==> src/rtl/fake_module_unit.sv <==
// Observer for a single asynchronous net: synchronises it, reports level and edge
// pulses, counts edges with saturation and flags when the level has been quiet.
module fake_module_unit #(
    parameter int SYNC_STAGES   = 2,
    parameter int CNT_W         = 16,
    parameter int STABLE_CYCLES = 4
) (
    input  logic             clk,
    input  logic             rst_n,
    input  logic             G1,
    input  logic             clear,
    output logic             level_o,
    output logic             rise_o,
    output logic             fall_o,
    output logic [CNT_W-1:0] rise_cnt,
    output logic [CNT_W-1:0] fall_cnt,
    output logic             stable_o
);

    localparam int STAB_W = $clog2(STABLE_CYCLES + 1);
    localparam logic [STAB_W-1:0] STAB_MAX = STAB_W'(STABLE_CYCLES);
    localparam logic [CNT_W-1:0]  CNT_MAX  = {CNT_W{1'b1}};

    logic [SYNC_STAGES-1:0] sync_q, sync_d;
    logic                   prev_q, prev_d;
    logic [CNT_W-1:0]       rise_cnt_q, rise_cnt_d;
    logic [CNT_W-1:0]       fall_cnt_q, fall_cnt_d;
    logic [STAB_W-1:0]      stable_cnt_q, stable_cnt_d;

    function automatic logic [CNT_W-1:0] cnt_sat_inc(input logic [CNT_W-1:0] v);
        return (v == CNT_MAX) ? v : v + CNT_W'(1);
    endfunction

    function automatic logic [STAB_W-1:0] stab_sat_inc(input logic [STAB_W-1:0] v);
        return (v >= STAB_MAX) ? STAB_MAX : v + STAB_W'(1);
    endfunction

    assign level_o  = sync_q[SYNC_STAGES-1];
    assign rise_o   = level_o & ~prev_q;
    assign fall_o   = ~level_o & prev_q;
    assign rise_cnt = rise_cnt_q;
    assign fall_cnt = fall_cnt_q;
    assign stable_o = (stable_cnt_q == STAB_MAX);

    always_comb begin
        sync_d       = {sync_q[SYNC_STAGES-2:0], G1};
        prev_d       = level_o;
        rise_cnt_d   = rise_cnt_q;
        fall_cnt_d   = fall_cnt_q;
        stable_cnt_d = stable_cnt_q;
        // Clear only affects the statistics; the synchroniser keeps running.
        if (clear) begin
            rise_cnt_d   = '0;
            fall_cnt_d   = '0;
            stable_cnt_d = '0;
        end else begin
            if (rise_o) rise_cnt_d = cnt_sat_inc(rise_cnt_q);
            if (fall_o) fall_cnt_d = cnt_sat_inc(fall_cnt_q);
            if (rise_o | fall_o) stable_cnt_d = '0;
            else                 stable_cnt_d = stab_sat_inc(stable_cnt_q);
        end
    end

    always_ff @(posedge clk) begin
        if (!rst_n) begin
            sync_q       <= '0;
            prev_q       <= 1'b0;
            rise_cnt_q   <= '0;
            fall_cnt_q   <= '0;
            stable_cnt_q <= '0;
        end else begin
            sync_q       <= sync_d;
            prev_q       <= prev_d;
            rise_cnt_q   <= rise_cnt_d;
            fall_cnt_q   <= fall_cnt_d;
            stable_cnt_q <= stable_cnt_d;
        end
    end

endmodule

==> config.mk <==
export PLATFORM = sky130hd
export DESIGN_NAME = fake_module_unit
export DESIGN_NICKNAME = d
export VERILOG_FILES = /design/src/rtl/fake_module_unit.sv
export SDC_FILE = /design/constraint.sdc
export NUM_CORES = 1
export LEC_CHECK = 0
export CELL_PAD_IN_SITES_DETAIL_PLACEMENT = 1
export CELL_PAD_IN_SITES_GLOBAL_PLACEMENT = 2
export CORE_MARGIN = 10
export CORE_UTILIZATION = 32
export DETAILED_ROUTE_END_ITERATION = 16
export GPL_TIMING_DRIVEN = 0
export PLACE_DENSITY = 0.84
export RECOVER_POWER = 50
export SLEW_MARGIN = 10
export SYNTH_ARGS = -nofsm -noshare
export SYNTH_HDL_FRONTEND = slang
export SYNTH_SLANG_ARGS = --single-unit
==> constraint.sdc <==
create_clock -name clk -period 3.9 [get_ports clk]
set_clock_uncertainty 0.15 [all_clocks]
set_input_delay 0.585 -clock clk [delete_from_list [all_inputs] [get_ports clk]]
set_output_delay 0.585 -clock clk [all_outputs]
set_load 0.1 [all_outputs]
==> results.cfg, run 1 <==
[floorplanning]
dieWidth_um = 96.2
initial_core_util_pct = 33.3
io_pins = 40
fp.coreArea_mm2 = 0.00557
rows = 27
die-area_mm2 = 0.00925
fp.dieH_um = 96.2

[power]
powerDensity_mw_per_mm2 = 294
power_frac_seq_pct = 55.2
power_frac_clock_pct = 39.9
switchingPower_mw = 0.168
p_leak_nw = 0.774
combPwrFrac_pct = 4.9
vdd_drop_max_uv = 230
switching_share_pct = 23.6
p_int_mw = 0.543

[logic_synthesis]
ys_seq_elements = 38
synth_xor_area_share_pct = 1.41
yosys_warnings = 0
synth_cells = 210
async_flop_share_pct = 0
synth-seq-area-share_pct = 40.9
synth_mux_area_share_pct = 1.08
synth.distinct_cells = 46
synthSimpleGateAreaFrac_pct = 30.6
yosys_most_used_dff = dfxtp_1
syn-cell-area_mm2 = 0.00186
synth_compound_area_share_pct = 19.1
post_synth.cell_area_avg_um2 = 8.85
synthAdderAreaFrac_pct = 4.04
synth_top_family_by_area = simple AND/OR/NAND/NOR gates
syn_nets = 220
synth_edf_count = 0

[critical_path]
worst_setup_path_start_kind = flip-flop
crit_path_max_fanout = 7
critPathCaptureType = primary output
r2r_setup_slack_ns = 1.68
path_cells = inv_1 -> ha_1 -> clkdlybuf4s50_1
max_stage_delay_ns = 1.18
crit_family = buffers and inverters
crit_required_ns = 3.16
crit_slowest_cell = clkdlybuf4s50_1
crit_buf_inv = 2
worst-setup-path-type = flip-flop to primary output
cp_data_arrival_time_ns = 2.15

[placed_design]
hpwl_um = 3850
place_inst = 321
io_buffers = 39
gp_congestion = 0.799

[routing]
antenna_left = 0
vias = 1792
drcViolationCount = 0
via_per_inst = 5.45
routedWlPerCell_um = 15.6
firstDrtPassIters = 4
drt_iter0_markers = 57
drt_wl_total_um = 5150

[grt]
grt-ovfl-total = 0
grt_pass1_vias = 1786
grt_max_degree = 12
antenna_found_initial = 0
grt_pass1_wl_um = 8710
grt_usage_pct = 11.8

[layout]
final_cells = 329
drive_gt1_share_pct = 5.06
fillers = 675
final_cell_mix = dfxtp_1 (38), clkdlybuf4s50_1 (38), nand2_1 (16)
syn_to_final_growth_pct = 30.2
nNetsFinal = 266
n_antenna_cell = 0
fin_util_pct = 43.4

[timing]
post-route-min-period_ns = 2.89
setup_tns_ns = 0
maxSlewViolCount = 0
relSlewSlack_pct = 33.0
max_freq_ghz = 0.346
tightest_slew_ns = 1.00
final-setup-viol-count = 0
rsz0062_at_grt = false
fin_crit_sh_pct = 74.1
finalHoldViolations = 0

[cts]
root_buffer = clkbuf_8
cts_buffers = 5
clock_latency_ns = 0.30
cts_hold_buf = 0
cts_tree = yes
htreeDepth = 2
ctsResizeCount = 0
cts_max_path_buffers = 2
cts_sinks = 38
postCtsSetupBuffers = 0
cts.clk_slew.worst_paths_ns = 0.07

[flow_run]
maxCapViolCount = 0

[outcome]
outcome = complete, no violations

[worst_hold_path]
holdCritPathClass = flip-flop to flip-flop
==> power by group through the flow <==
stage          registers, mW  clock network, mW  logic [mW]
2_1_floorplan          0.407                  0      0.0181
3_3_place_gp           0.401                  0      0.0357
3_5_place_dp           0.401                  0      0.0356
4_1_cts                0.392              0.298      0.0357
5_1_grt                0.393              0.320      0.0382
6_report               0.392              0.284      0.0347
==> flip-flops by register name (all words and copies together) (netlist names) <==
| name | flops |
|---|---|
| fall_cnt | 16 |
| rise_cnt | 16 |
| stable_cnt_q | 3 |
| sync_q | 2 |
| prev_q | 1 |
==> final timing paths <==
kind / cells after the start / to / start
max: 3 / fall_o / sync_q[1]
min: 1 / sync_q[1] / sync_q[0]
max reg2reg: 5 / rise_cnt[15] / sync_q[1]
min reg2reg: 1 / sync_q[1] / sync_q[0]
==> synthesized netlist by cell type (3+ instances only) <==
cell type / n / area (µm²)
nand2_1: 16 / 60.1
nor3_1: 9 / 45.0
o31ai_1: 4 / 30.0
dfxtp_1: 38 / 761
nand3_1: 10 / 50.1
ha_1: 6 / 75.1
o41ai_1: 3 / 26.3
a31oi_1: 7 / 43.8
clkbuf_1: 4 / 15.0
o21ai_0: 11 / 55.1
or3_1: 4 / 25.0
nor4_1: 4 / 25.0
and2_1: 5 / 31.3
a311oi_1: 3 / 26.3
inv_1: 9 / 33.8
nand4_1: 8 / 50.1
and3_1: 5 / 31.3
nor2_1: 12 / 45.0
and4_1: 3 / 26.3
or4_1: 6 / 45.0
a21oi_1: 11 / 55.1
==> per-layer routing <==
metal | vias to the layer above | global-route usage [%] | wire, µm
met3 | 5 | 5.14 | 305
li1 | 901 | - | -
met5 | - | 0 | 0
met4 | 0 | 2.58 | 44
met2 | 22 | 18.2 | 2330
met1 | 864 | 14.8 | 2470
==> worst reg2reg max path, cell delays in order, from the launching register on <==
cell	delay (ns)
dfxtp_1	0.37
ha_1	0.28
and3_1	0.30
nor4b_1	0.61
a31oi_1	0.16
a311oi_1	0.26
==> cells by family (layout without fill, tap and decap cells) <==
kind of cell | count (synthesis) | in the layout
simple gates | 95 | 95
compound gates | 52 | 52
flops | 38 | 38
buf+inv | 14 | 61
fa+ha+maj | 6 | 6
xor+xnor | 3 | 3
mux | 2 | 2
==> cell type report <==
type	instances	area, µm²	share of cell area, %
buffer	5	18.8	0.776
multi-input combinational	158	1030	42.7
timing repair buffer	39	390	16.1
tap	72	90.1	3.72
sequential	38	761	31.5
clock buffer	7	86.3	3.57
clock inverter	1	5.00	0.207
inverter	9	33.8	1.40
==> through the flow <==
step | cell area, µm² | setup slack [ns] | total power, mW | hold slack (ns)
after global placement | 2340 | 1.31 | 0.437 | 0.266
final | 2420 | 1.01 | 0.711 | 0.287
after global routing | 2420 | 0.890 | 0.750 | 0.318
after floorplan | 1860 | 0.679 | 0.425 | 0.262
after CTS | 2430 | 0.975 | 0.726 | 0.291
after detailed placement | 2340 | 1.31 | 0.437 | 0.273
(Power assumes the default switching activity.)
==> inputs of run 2 (changes only) <==
--- a/config.mk
+++ b/config.mk
@@ -8,10 +8,10 @@
 export CELL_PAD_IN_SITES_DETAIL_PLACEMENT = 1
 export CELL_PAD_IN_SITES_GLOBAL_PLACEMENT = 2
 export CORE_MARGIN = 10
-export CORE_UTILIZATION = 32
+export CORE_UTILIZATION = 27
 export DETAILED_ROUTE_END_ITERATION = 16
 export GPL_TIMING_DRIVEN = 0
-export PLACE_DENSITY = 0.84
+export PLACE_DENSITY = 0.75
 export RECOVER_POWER = 50
 export SLEW_MARGIN = 10
 export SYNTH_ARGS = -nofsm -noshare
==> constraint.sdc (replaced) <==
create_clock -name clk -period 2.3 [get_ports clk]
set_clock_uncertainty 0.15 [all_clocks]
set_input_delay 0.345 -clock clk [delete_from_list [all_inputs] [get_ports clk]]
set_output_delay 0.345 -clock clk [all_outputs]
set_load 0.1 [all_outputs]
==> results.cfg, run 2 (synthesized netlist as in run 1, its figures left out) <==
[routing]
drt_iter0_markers = 42
vias = 1796
drt_wl_total_um = 5350
via_per_inst = 5.33
routedWlPerCell_um = 15.9
firstDrtPassIters = 4
drcViolationCount = 0
antenna_left = 0

[layout]
multiInputGateArea_mm2 = 0.00105
fillers = 820
layout_commonest_cell = dfxtp_2
drive_gt1_share_pct = 19.1
ff_latch_area_um2 = 803
syn_to_final_growth_pct = 28.0
final_cell_mix = dfxtp_2 (31), dlygate4sd2_1 (21), clkbuf_1 (18)
nNetsFinal = 266
n_antenna_cell = 0

[timing]
maxSlewViolCount = 0
rsz0062_at_grt = false
fin_crit_sh_pct = 96.4
tightest_slew_ns = 1.19
relSlewSlack_pct = 21.1
finalHoldViolations = 0
max_freq_ghz = 0.451
final-setup-viol-count = 0
post-route-min-period_ns = 2.22
fin_ws_ns = 0.0832

[critical_path]
crit_required_ns = 1.80
crit_slowest_cell = clkdlybuf4s15_1
crit_path_max_fanout = 7
path_cells = inv_1 -> ha_4 -> clkdlybuf4s15_1
cp-startpoint = sync_q[1]
max_stage_delay_ns = 0.83
reg2reg_from = fall_cnt[12]
crit_buf_inv = 2
worst-setup-path-type = flip-flop to primary output
worst_setup_path_start_kind = flip-flop
crit_family = buffers and inverters
critPathCaptureType = primary output
cp_data_arrival_time_ns = 1.72

[cts]
cts_max_path_buffers = 2
cts.clk_slew.worst_paths_ns = 0.07
cts_tree = yes
cts_hold_buf = 0
clock_latency_ns = 0.29
root_buffer = clkbuf_8
cts_sinks = 38
htreeDepth = 2
cts_buffers = 5

[placed_design]
hpwl_um = 4010
io_buffers = 39
gp_congestion = 0.754
post-place-ws_ns = -0.00340

[power]
powerDensity_mw_per_mm2 = 506
totalPowerFinal_mw = 1.20
p_leak_nw = 0.868
vdd_drop_max_uv = 239

[floorplanning]
io_pins = 40
dieWidth_um = 103
die-area_mm2 = 0.0106
fp.dieH_um = 103
fp.coreArea_mm2 = 0.00676
rows = 30
initial_core_util_pct = 27.5

[grt]
grt_max_degree = 12
grt-ovfl-total = 0
grt_pass1_vias = 1763
grt_pass1_wl_um = 9090
grt_usage_pct = 10.7
antenna_found_initial = 0

[worst_hold_path]
holdCritStartpoint = sync_q[0]
holdCritPathClass = flip-flop to flip-flop

[flow_run]
maxCapViolCount = 0

[outcome]
outcome = complete, no violations
==> run 2: cell types whose count changed in the layout (fill, tap and decap cells not counted), sizes merged <==
| cell | delta |
|---|---|
| clkbuf | +14 |
| clkdlybuf4s15 | +1 |
| clkdlybuf4s50 | -36 |
| dlygate4sd2 | +21 |
==> run 2: worst paths after layout <==
check / depth (start not counted) / end / slack [ns]
min reg2reg: 1 / sync_q[1] / 0.31
max: 3 / fall_o / 0.08
max reg2reg: 4 / fall_cnt[3] / 0.25
min: 1 / sync_q[1] / 0.31
==> run 2: layer usage <==
layer | wire length (µm) | track usage (%) | up-vias
li1 | - | - | 904
met1 | 2560 | 13.9 | 860
met2 | 2460 | 16.1 | 28
met3 | 278 | 3.95 | 4
met4 | 57 | 3.32 | 0
met5 | 0 | 0 | -
==> run 2: where the power goes <==
group / switching, mW / total, mW / internal, mW
sequential: 0.00350 / 0.664 / 0.661
clock: 0.239 / 0.481 / 0.242
combinational: 0.0426 / 0.0584 / 0.0158
==> run 2: layout make-up <==
type	count	area share, %
inverters	9	1.42
clock inverters	1	0.210
well taps	80	4.21
multi-input cells	158	44.2
plain buffers	5	0.789
flip-flops and latches	38	33.8
clock buffers	7	3.63
repair buffers	39	11.7
==> run 2: metrics by stage <==
step | std cells | area [µm²] | util [%] | TNS, ns | hold WS (ns)
2_1_floorplan | 210 | 1930 | - | -0.0590 | 0.261
3_3_place_gp | 329 | 2420 | 35.8 | -0.153 | 0.279
3_5_place_dp | 329 | 2420 | 35.8 | -0.00340 | 0.292
4_1_cts | 337 | 2470 | 36.5 | 0 | 0.312
5_1_grt | 337 | 2380 | 35.2 | 0 | 0.333
6_report | 337 | 2380 | 35.2 | 0 | 0.313
==> run 2: worst reg2reg max path, stage by stage (launching register included) <==
cell and delay, ns:
dfxtp_2 0.40, nand4_1 0.31, nor4_1 0.78, o21ai_0 0.20
a21oi_1 0.14
==> run 2: repair_timing <==
item                                    4_1_cts  5_1_grt
resized for setup                            33        8
gates cloned                                  0        0
endpoints found under the hold margin         0        0
setup buffers                                 0        0
endpoints found under the setup margin       33        6
